--- config.mk ---
export PLATFORM = sky130hd
export DESIGN_NAME = down_timer_nbit
export DESIGN_NICKNAME = d
export VERILOG_FILES = /design/src/rtl/down_timer_nbit.sv
export SDC_FILE = /design/constraint.sdc
export NUM_CORES = 1
export LEC_CHECK = 0
export BUFFER_PORTS_ARGS = -buffer_cell sky130_fd_sc_hd__buf_2
export CAP_MARGIN = 20
export CORE_UTILIZATION = 45
export DETAILED_ROUTE_END_ITERATION = 6
export GPL_TIMING_DRIVEN = 0
export PLACE_DENSITY = 0.67
export SETUP_SLACK_MARGIN = 0.15
export SLEW_MARGIN = 5
export SYNTH_ARGS = -nofsm -noshare
export SYNTH_HDL_FRONTEND = slang
export SYNTH_SLANG_ARGS = --single-unit
--- constraint.sdc ---
create_clock -name clk -period 2.1 [get_ports clk]
set_input_delay 0 -clock clk [delete_from_list [all_inputs] [get_ports clk]]
set_output_delay 0 -clock clk [all_outputs]
set_load 0.01 [all_outputs]
--- src/rtl/down_timer_nbit.sv ---
// down_timer_nbit: loadable N-bit down-counting timer with run/pause control
// and a registered terminal-count pulse (min_tick).
// Optional feature macro: AUTO_RELOAD_EN. When it is defined, the timer
// reloads itself from reload_reg after reaching zero instead of stopping in
// DONE, which makes it periodic.
module down_timer_nbit #(
    parameter int N = 8
) (
    input  logic         clk,
    input  logic         reset,
    input  logic         load,
    input  logic [N-1:0] load_val,
    input  logic         start,
    input  logic         pause,
    input  logic         en_tick,
    output logic [N-1:0] y,
    output logic         min_tick,
    output logic         busy,
    output logic         done
);

    localparam logic [1:0] IDLE  = 2'd0;
    localparam logic [1:0] RUN   = 2'd1;
    localparam logic [1:0] PAUSE = 2'd2;
    localparam logic [1:0] DONE  = 2'd3;

    localparam logic [N-1:0] ZERO = '0;
    localparam logic [N-1:0] ONE  = {{(N-1){1'b0}}, 1'b1};

    logic [1:0]   state;
    logic [N-1:0] reload_reg;

    // start only acts when pause is low, since pause outranks start
    logic go;
    assign go = start & ~pause;

    // Counter, reload register, FSM and terminal pulse, all registered.
    always_ff @(posedge clk) begin
        if (!reset) begin
            y          <= ZERO;
            reload_reg <= ZERO;
            state      <= IDLE;
            min_tick   <= 1'b0;
        end else begin
            min_tick <= 1'b0;
            if (load) begin
                // load aborts any count in progress
                y          <= load_val;
                reload_reg <= load_val;
                state      <= IDLE;
            end else begin
                case (state)
                    IDLE: begin
                        if (go) begin
                            if (y != ZERO) begin
                                state <= RUN;
                            end else begin
                                state    <= DONE;
                                min_tick <= 1'b1;
                            end
                        end
                    end
                    RUN: begin
                        if (pause) begin
                            state <= PAUSE;
                        end else if (en_tick) begin
                            if (y > ONE) begin
                                y <= y - ONE;
                            end else if (y == ONE) begin
                                y        <= ZERO;
                                min_tick <= 1'b1;
`ifdef AUTO_RELOAD_EN
                                // periodic mode only stops when there is nothing to reload
                                state <= (reload_reg == ZERO) ? DONE : RUN;
`else
                                state <= DONE;
`endif
                            end
`ifdef AUTO_RELOAD_EN
                            else begin
                                // y==0 here only in periodic mode: start the next period
                                y <= reload_reg;
                            end
`endif
                        end
                    end
                    PAUSE: begin
                        if (go) begin
                            state <= RUN;
                        end
                    end
                    default: begin
                        // DONE
                        if (go) begin
                            if (reload_reg != ZERO) begin
                                y     <= reload_reg;
                                state <= RUN;
                            end else begin
                                // toggling keeps a held start from merging pulses
                                min_tick <= ~min_tick;
                            end
                        end
                    end
                endcase
            end
        end
    end

    // Status decoded from the registered state only.
    assign busy = (state == RUN) || (state == PAUSE);
    assign done = (state == DONE);

endmodule
==> reports/qor.yml <==
synth:
  synth_most_common_cell: "dfxtp_1"
  ys_types: 50
  ys.flop_type: "dfxtp_1"
  avgSynthCellArea_sq_um: 9.522
  synth_top_area_share: 0.2937
  synthTopCellsByCount: "19 x dfxtp_1, 11 x nor2b_1, 9 x mux2i_1, 7 x ha_1"
  yosysSeqAreaShare: 0.2937
  yosys_warnings: 0
  synth_area_leaders: "dfxtp_1 29%, mux2i_1 7.0%, ha_1 6.8%, nor2b_1 5.3%, o41ai_1 4.1%"
  ys_async_sr_fraction: 0
  synth_edf_count: 0
  syn_inst: 136
  synth_fp_nets: 157
  ys_ff_latch: 19
  synth_area_sq_mm: 0.001295
  synth_top_area_cell: "dfxtp_1"
power_and_ir_drop:
  total_power_uw: 862.0
  power_density_mw_per_mm2: 531.6
  vdd_ir_drop_max_v: 0.0004551
  p_leak_uw: 0.0006535
sta:
  finalHoldViolCount: 0
  clock.fmax_mhz: 522.5
  maxSlewViolCount: 0
  setup_tns_ns: 0
  finalSetupViolCount: 0
  fin_skew_ns: 0.003614
  period_needed_ns: 1.914
  period_share: 0.9114
  worst_slew_pin_slew_ns: 0.7019
  slew_headroom: 0.5321
  rsz0062_at_grt: "true"
final_layout:
  final_util: 0.5931
  diodes: 0
  layout-drive-gt1-share: 0.2816
  nNetsFinal: 196
  fin_cells: 205
  area_delta_synth_final_pct: 25.22
floorplan:
  initial_utilization: 0.4737
  dieArea_sq_mm: 0.003096
  core_sq_mm: 0.002734
  row_count: 19
  ios: 25
  die_y_microns: 55.65
  fp.dieW_microns: 55.65
global_route:
  antenna_found_initial: 0
  grt_max_degree: 12
  grt.overflow.total: 0
  grt_pass1_wl_microns: 5685
  first_global_vias: 1245
  grt_usage: 0.2332
detailed_routing:
  viasPerCell: 6.137
  wl_microns: 3405
  dr.pass1.iters: 4
  wl_per_cell_microns: 16.61
  num_vias: 1258
  drcViolationCount: 0
  drtAntennaViolNets: 0
  dr.first_iter.drc_count: 52
critical_path:
  worst-path-max-fanout: 8
  cp.required_ns: 2.31
  path_delay_family: "simple AND/OR/NAND/NOR gates"
  path_class: "flip-flop to flip-flop"
  crit_slowest_cell: "nor4_4"
  cp.arrival_ns: 2.12
  slowest_delay_ns: 0.43
  crit_path_end_kind: "flip-flop"
  cp.buffers_inverters: 2
  path_cells: "nor4_4, a2111oi_4, buf_4, or3_1, buf_6, a32o_1"
  start_kind: "flip-flop"
place:
  dpl.hpwl_microns: 2473
  gp_congestion: 0.9288
  port_buffers: 23
  placed_cells: 190
hold_path:
  min_path_type: "primary input to flip-flop"
clock_tree:
  cts_tree: "done"
  cts_sinks: 19
  insertion_delay_ns: 0.30
  cts_buffer_depth: 2
  cts_htree_levels: 1
  cts_root_buffer: "clkbuf_4"
  numCtsBuffers: 3
  path_clk_slew_ns: 0.12
run:
  cap_viol_max_count: 0
run_status:
  run_status: "complete, no violations"
==> path summary, 6_finish.rpt <==
kind	endpoint	cells after the start	slack (ns)	startpoint
max	y[2]	6	0.19	reload_reg[5]
min	reload_reg[6]	3	0.03	load_val[6]
max reg2reg	y[2]	6	0.19	reload_reg[5]
min reg2reg	state[0]	2	0.54	state[0]
==> placed cells by master (no fill, tap or decap), types with 3 or more instances in the layout <==
cell type,n
nand2b_1,3
a222oi_1,3
nand4_1,3
inv_1,4
buf_4,3
dfxtp_2,5
ha_1,6
nor2b_1,11
a21oi_1,3
dfxtp_1,14
buf_2,24
dlygate4sd3_1,8
o41ai_1,6
nor2_1,5
nand2_1,4
o21ai_0,4
clkbuf_1,5
a31oi_1,4
clkbuf_4,3
a22oi_1,3
mux2i_1,9
==> per-layer routing <==
metal	track usage	wire, microns	part of all wire
met1	0.2893	1539	0.45
met2	0.4010	1645	0.48
met3	0.03023	138	0.041
met4	0.1071	82	0.024
met5	0	0	0
==> logic make-up after synthesis <==
| family | Yosys count | synth area share |
|---|---|---|
| mux | 9 | 0.06957 |
| fa+ha+maj | 7 | 0.06763 |
| buf+inv | 12 | 0.04058 |
| flops | 19 | 0.2937 |
| compound gates | 44 | 0.2889 |
| simple gates | 45 | 0.2396 |
==> metrics by stage <==
stage / hold slack (ns) / setup slack [ns] / area, sq um
final: 0.03127 / 0.1862 / 1622
after global routing: 0.04328 / 0.1367 / 1622
after CTS: 0.01347 / 0.1626 / 1583
after detailed placement: 0.2916 / 0.03831 / 1449
after global placement: 0.2681 / 0.05464 / 1449
after floorplan: 0.1488 / 0.1872 / 1295
==> cell type report <==
| class | instances | area [sq um] |
|---|---|---|
| Clock buffer | 3 | 22.52 |
| Fill cell | 249 | 1112 |
| Inverter | 5 | 18.77 |
| Timing Repair Buffer | 34 | 217.7 |
| Buffer | 7 | 35.03 |
| Clock inverter | 1 | 5.005 |
| Tap cell | 31 | 38.79 |
| Multi-Input combinational cell | 105 | 897.1 |
| Sequential cell | 19 | 386.6 |
==> worst min-delay path, cell delays in order <==
cell and delay, ns:
buf_2 0.09, mux2i_1 0.07, nor2b_1 0.14
==> power breakdown <==
part / leakage [uW] / switching (uW) / internal, uW
registers: 0.000158 / 37.2 / 384
clock network: 0.0000177 / 127 / 71.1
logic: 0.000477 / 128 / 115
total: 0.000653 / 292 / 570
==> what timing repair did <==
action	4_1_cts	5_1_grt
endpoints found under the hold margin	8	0
endpoints found under the setup margin	8	8
buffers inserted	1	2
hold buffers	8	0
pin swaps	2	3
resized for setup	4	10
No activity file was read; power rests on OpenSTA's default activity.
